$ cat config.mk
export PLATFORM = sky130hd
export DESIGN_NAME = mvm_exec_seq
export DESIGN_NICKNAME = d
export VERILOG_FILES = /design/src/rtl/mvm_pkg.sv /design/src/rtl/mvm_exec_seq_mac_lane.sv /design/src/rtl/mvm_exec_seq.sv
export SDC_FILE = /design/constraint.sdc
export NUM_CORES = 2
export LEC_CHECK = 0
export CORE_MARGIN = 2
export CORE_UTILIZATION = 28
export DETAILED_ROUTE_END_ITERATION = 6
export GPL_TIMING_DRIVEN = 0
export HOLD_SLACK_MARGIN = 0.03
export REMOVE_ABC_BUFFERS = 1
export SLEW_MARGIN = 30
export SYNTH_ARGS = -nofsm -noshare
export SYNTH_HDL_FRONTEND = slang
export SYNTH_SLANG_ARGS = --single-unit
$ cat constraint.sdc
create_clock -name clk -period 5.5 [get_ports clk]
set_input_delay 1.1 -clock clk [delete_from_list [all_inputs] [get_ports clk]]
set_output_delay 1.1 -clock clk [all_outputs]
set_load 0.05 [all_outputs]
$ cat src/rtl/mvm_pkg.sv
// Shared types and defaults for the matrix-vector exec engine and its load controller.
package mvm_pkg;

    localparam int MVM_N_ROWS     = 8;
    localparam int MVM_K_LEN      = 8;
    localparam int MVM_DATA_WIDTH = 8;
    localparam int MVM_ACC_WIDTH  = 3 * MVM_DATA_WIDTH;

    typedef enum logic [2:0] {
        ST_IDLE  = 3'd0,
        ST_CLEAR = 3'd1,
        ST_RUN   = 3'd2,
        ST_DRAIN = 3'd3,
        ST_HOLD  = 3'd4
    } mvm_state_t;

    // Counter width able to hold the value K_LEN itself (0..K_LEN).
    function automatic int clog2cnt(input int k_len);
        return $clog2(k_len + 1);
    endfunction

endpackage

$ cat src/rtl/mvm_exec_seq_mac_lane.sv
// One multiply-accumulate lane: c += a*b with selectable operand signedness.
module mac_lane
    import mvm_pkg::*;
#(
    parameter int DATA_WIDTH = MVM_DATA_WIDTH,
    parameter int ACC_WIDTH  = MVM_ACC_WIDTH,
    parameter int SIGNED     = 0
) (
    input  logic                  clk,
    input  logic                  rst_n,
    input  logic                  clr,
    input  logic                  en,
    input  logic [DATA_WIDTH-1:0] a,
    input  logic [DATA_WIDTH-1:0] b,
    output logic [ACC_WIDTH-1:0]  acc
);

    localparam int PW = 2 * DATA_WIDTH;

    logic signed [PW-1:0] a_x;
    logic signed [PW-1:0] b_x;
    logic signed [PW-1:0] prod;
    logic [ACC_WIDTH-1:0] prod_ext;

    // Widen operands to product width so one signed multiply serves both modes,
    // then sign- or zero-extend the product to the accumulator width.
    always_comb begin
        if (SIGNED != 0) begin
            a_x = PW'($signed(a));
            b_x = PW'($signed(b));
        end else begin
            a_x = PW'(a);
            b_x = PW'(b);
        end
        prod = a_x * b_x;
        if (SIGNED != 0) begin
            prod_ext = ACC_WIDTH'(prod);
        end else begin
            prod_ext = ACC_WIDTH'($unsigned(prod));
        end
    end

    // Accumulator: clear has priority, sum wraps at ACC_WIDTH.
    always_ff @(posedge clk or negedge rst_n) begin
        if (!rst_n) begin
            acc <= '0;
        end else if (clr) begin
            acc <= '0;
        end else if (en) begin
            acc <= acc + prod_ext;
        end
    end

endmodule

$ cat src/rtl/mvm_exec_seq.sv
// Exec-phase sequencer: drains row/vector FIFOs into N_ROWS MAC lanes and
// presents c = A*b with a valid/ready handshake.
//
// state    | meaning
// ---------+-----------------------------------------------------------
// ST_IDLE  | waiting for start, abort ignored
// ST_CLEAR | zero accumulators and issue count
// ST_RUN   | issue column reads, stall while any FIFO is empty
// ST_DRAIN | final accumulate of the last column read
// ST_HOLD  | result valid on c_out until res_ready (or abort)
module mvm_exec_seq
    import mvm_pkg::*;
#(
    parameter int N_ROWS     = MVM_N_ROWS,
    parameter int K_LEN      = MVM_K_LEN,
    parameter int DATA_WIDTH = MVM_DATA_WIDTH,
    parameter int ACC_WIDTH  = 3 * DATA_WIDTH,
    parameter int SIGNED     = 0
) (
    input  logic                                 clk,
    input  logic                                 rst_n,
    input  logic                                 start,
    input  logic                                 abort,
    input  logic [N_ROWS-1:0]                    a_empty,
    input  logic [N_ROWS-1:0][DATA_WIDTH-1:0]    a_rdata,
    output logic [N_ROWS-1:0]                    a_rden,
    input  logic                                 b_empty,
    input  logic [DATA_WIDTH-1:0]                b_rdata,
    output logic                                 b_rden,
    output logic                                 busy,
    output logic                                 res_valid,
    input  logic                                 res_ready,
    output logic [N_ROWS-1:0][ACC_WIDTH-1:0]     c_out
);

    localparam int               CNT_W  = clog2cnt(K_LEN);
    localparam logic [CNT_W-1:0] K_END  = CNT_W'(K_LEN);
    localparam logic [CNT_W-1:0] K_LAST = CNT_W'(K_LEN - 1);

    mvm_state_t       state;
    mvm_state_t       state_nxt;
    logic [CNT_W-1:0] issue_cnt;
    logic             mac_v;
    logic             rd_go;
    logic             clr_acc;

    // A column is read only when every FIFO can supply it; abort kills it in the same cycle.
    always_comb begin
        rd_go = (state == ST_RUN) && !abort && !(|a_empty) && !b_empty && (issue_cnt < K_END);
    end

    assign a_rden    = {N_ROWS{rd_go}};
    assign b_rden    = rd_go;
    assign busy      = (state != ST_IDLE);
    assign res_valid = (state == ST_HOLD);
    assign clr_acc   = (state == ST_CLEAR);

    // Next-state decode.
    always_comb begin
        state_nxt = state;
        case (state)
            ST_IDLE:  if (start) state_nxt = ST_CLEAR;
            ST_CLEAR: state_nxt = abort ? ST_IDLE : ST_RUN;
            ST_RUN: begin
                if (abort) begin
                    state_nxt = ST_IDLE;
                end else if (rd_go && (issue_cnt == K_LAST)) begin
                    state_nxt = ST_DRAIN;
                end
            end
            ST_DRAIN: state_nxt = abort ? ST_IDLE : ST_HOLD;
            ST_HOLD:  if (res_ready || abort) state_nxt = ST_IDLE;
            default:  state_nxt = ST_IDLE;
        endcase
    end

    // State, issue counter and the one-cycle read-to-accumulate pipeline flag.
    always_ff @(posedge clk or negedge rst_n) begin
        if (!rst_n) begin
            state     <= ST_IDLE;
            issue_cnt <= '0;
            mac_v     <= 1'b0;
        end else begin
            state <= state_nxt;
            mac_v <= rd_go;
            if (clr_acc) begin
                issue_cnt <= '0;
            end else if (rd_go) begin
                issue_cnt <= issue_cnt + CNT_W'(1);
            end
        end
    end

    for (genvar i = 0; i < N_ROWS; i++) begin : g_lane
        mac_lane #(
            .DATA_WIDTH (DATA_WIDTH),
            .ACC_WIDTH  (ACC_WIDTH),
            .SIGNED     (SIGNED)
        ) u_lane (
            .clk   (clk),
            .rst_n (rst_n),
            .clr   (clr_acc),
            .en    (mac_v),
            .a     (a_rdata[i]),
            .b     (b_rdata),
            .acc   (c_out[i])
        );
    end

endmodule

==> results.txt <==
Fin crit share = 97.77%
Clock Tree Buf Depth = 2
Xor and xnor fraction of the mapped netlist area = 1.791%
Worst path cell trace = clkdlybuf4s50_1 -> and2_1 -> fa_1 -> fa_1 -> inv_1 -> fa_1 -> fa_1 -> inv_1 -> ha_1 -> o21ai_0 -> o21ai_1 -> a21oi_2 -> nor3b_4 -> o21ai_1 -> or4_1 -> nand2_1
Die H = 333.1 µm
Post-synth ARST share = 100.0%
Detailed-router iteration count before antenna repair = 7
F_max = 186.0 MHz
Sequential area share after synthesis = 16.51%
Slew Viols, Final = 0
Syn Area/Cell = 8.607 µm²
Clock power frac = 16.6%
CP required = 5.97 ns
CTS Sinks = 200
Critical Path Most Common Cell = fa_1
Fin. Hold Viols = 0
Critical-path top delay cell = clkdlybuf4s50_1
Site Rows = 120
Max Cap Violations = 0
CTS buffer count = 17
Die W = 333.1 µm
Antenna violations before repair = 10
Crit Path Category = in -> reg
Mux contribution to synthesized area = 2.542%
Initial DRC Count = 1088
Peak supply drop = 0.1486 mV
CORE AREA = 107200 µm²
# DRC = 0
Ranking of synthesized cells by area = fa_1 (26%), dfrtp_1 (17%), ha_1 (14%), inv_1 (9.8%), and2_1 (6.0%)
DR WL/cell = 17.22 µm
Cell Area, Synth = 30320 µm²
Deepest level of the CTS H-tree = 4
PD cells = 243.2 nW/µm²
Largest net degree at the start of global routing = 68
Setup TNS = 0 ns
Pint = 0.004562 W
Sw Share = 48.07%
Commonest non-fill, non-tap cells in the layout = inv_1 (791), fa_1 (400), nand2_1 (346), ha_1 (328), and2_1 (290)
RSZ-0062 raised after global routing = no
Area grow syn2layout = 19.15%
Nets = 4562
Outcome = finished, final reports clean
Post-synthesis adder-cell area fraction = 39.98%
Global route overflow = 0
WHS = 0.4119 ns
Worst path max stage delay = 0.55 ns
Synth Area in Compound Gates = 10.57%
Slew headroom = 47.70%
DIE AREA = 110900 µm²
Cells after synthesis = 3523
Final ANT Viol Nets = 0
Clock-pin transition on the worst setup and hold timing paths = 0.08 ns
Synthesized flop and latch total = 200
Post-synth EDFFs = 0
Routed wire length = 88930 µm
Crit start category = input port
Final RePlAce weighted congestion = 0.8106
Final setup violation count = 0
Leak = 18.33 nW
CP Buf/Inv Count = 3
Worst-skew pair later-pin latency = 0.54 ns
Sequential Power Share = 17.0%
Vias/cell = 4.685
Synth Flop Type = dfrtp_1
Ports = 289
Worst Max-Slew Pin Slew = 0.7820 ns
IO buf count = 288
CP endpoint kind = register
Arr. time, crit path = 5.84 ns
Leading area contributor after synthesis = fa_1
CTS tree = done
DP HPWL = 69340 µm
Initial Utilization = 28.29%
Combinational share of power = 66.4%
Total GRT Usage = 16.26%
Top Family by Delay on Critical Path = adder cells
Synth Area in Simple Gates = 17.16%
CTS root buf = clkbuf_16
Largest family of logic cells by synthesized area = adder cells
Vias in the first global route = 25050
YS warnings = 0
FILL cells = 11200
Share of cells above drive strength 1 = 3.378%
Worst Hold Class = in -> async
Total number of vias = 24200
Most common cell after layout, fill and taps aside = inv_1
Final setup skew = 0.01816 ns
First-pass GRT wire length = 141600 µm
Post-synth top area share = 26.41%
Library cells used by synthesis = 77
Crit path time final = 5.377 ns
Max Fanout on Critical Path = 8
NetSw = 0.004224 W
-- final timing paths --
| path | depth (start not counted) | from | to | slack, ns |
|---|---|---|---|---|
| max in group asynchronous | 3 | rst_n | g_lane[2].u_lane.acc[23] | 4.06 |
| min | 1 | rst_n | g_lane[3].u_lane.acc[7] | 0.41 |
| min in group clk | 2 | g_lane[0].u_lane.acc[16] | g_lane[0].u_lane.acc[16] | 0.53 |
| max reg2reg | 16 | g_lane[3].u_lane.acc[6] | g_lane[3].u_lane.acc[15] | 0.81 |
| max | 16 | a_rdata[57] | g_lane[7].u_lane.acc[22] | 0.12 |
| min reg2reg | 2 | g_lane[0].u_lane.acc[16] | g_lane[0].u_lane.acc[16] | 0.53 |
-- registers in the layout (all words and copies together) (netlist names) --
signal	count
g_lane.u_lane.acc	192
issue_cnt	4
state	3
mac_v	1
-- logic make-up (layout without fill, tap and decap cells) --
group	Yosys count	in the layout
other	0	2
AND/OR/NAND/NOR	1047	1047
adder cells (fa/ha/maj)	729	729
buffers and inverters	914	1151
flip-flops	200	200
multiplexers	77	77
AO/OA/AOI/OAI	494	494
XOR/XNOR	62	62
-- layer usage --
layer | GRT usage, % | part of all wire [%] | up-vias
met4 | 3.938 | 1.8 | 12
met3 | 3.006 | 4.4 | 88
li1 | - | - | 11520
met2 | 27.16 | 47 | 443
met5 | 0 | 0.079 | -
met1 | 21.68 | 46 | 12140
-- final cells by class --
cell class                      instances  area [µm²]  area share (%)
Antenna cell                            2       5.005         0.01385
Tap cell                             1403        1755           4.859
Clock buffer                           21       450.4           1.247
Sequential cell                       200        5009           13.86
Multi-Input combinational cell       2409       22060           61.06
Inverter                              792        2978           8.242
Clock inverter                         11       137.6          0.3810
Timing Repair Buffer                  327        3732           10.33
-- Yosys cell counts (26+ instances only) --
cell      count
clkbuf_1     95
o21ai_0     104
nor2_1      189
inv_1       791
xor2_1       32
a21oi_1     134
ha_1        329
a21o_1       45
and2_1      290
nand2_1     348
nand3_1      40
xnor2_1      30
dfrtp_1     200
a211oi_1     31
o21a_1       40
fa_1        400
o211ai_1     26
nor3_1       48
mux2i_1      77
-- power groups by stage --
stage	clock, W	combinational, W	sequential, W
6_report	0.00146	0.00583	0.00150
4_1_cts	0.00154	0.00575	0.00150
3_3_place_gp	0	0.00547	0.00153
2_1_floorplan	0	0.00412	0.00154
5_1_grt	0.00158	0.00668	0.00150
3_5_place_dp	0	0.00566	0.00153
-- through the flow --
step / util, % / std cells / total power [W] / worst slack [ns] / instance area [µm²]
detailed placement: 32.73 / 5125 / 0.007188 / -1.029 / 35090
global route: 33.70 / 5163 / 0.009756 / 0.0007385 / 36120
finish: 33.70 / 5165 / 0.008786 / 0.1228 / 36130
global placement: 32.15 / 5092 / 0.007003 / -8.855 / 34460
CTS: 33.32 / 5158 / 0.008790 / 0.002324 / 35720
floorplan: - / 3401 / 0.005656 / -7.284 / 29820
-- repair_timing --
action / in CTS / in global routing
cloned: 0 / 2
setup endpoints to repair: 29 / 63
setup buffers: 1 / 3
gates resized for setup: 27 / 92
hold buffers: 0 / 0
pin swaps: 2 / 8
hold endpoints to repair: 0 / 0
No activity file was read; power rests on OpenSTA's default activity.
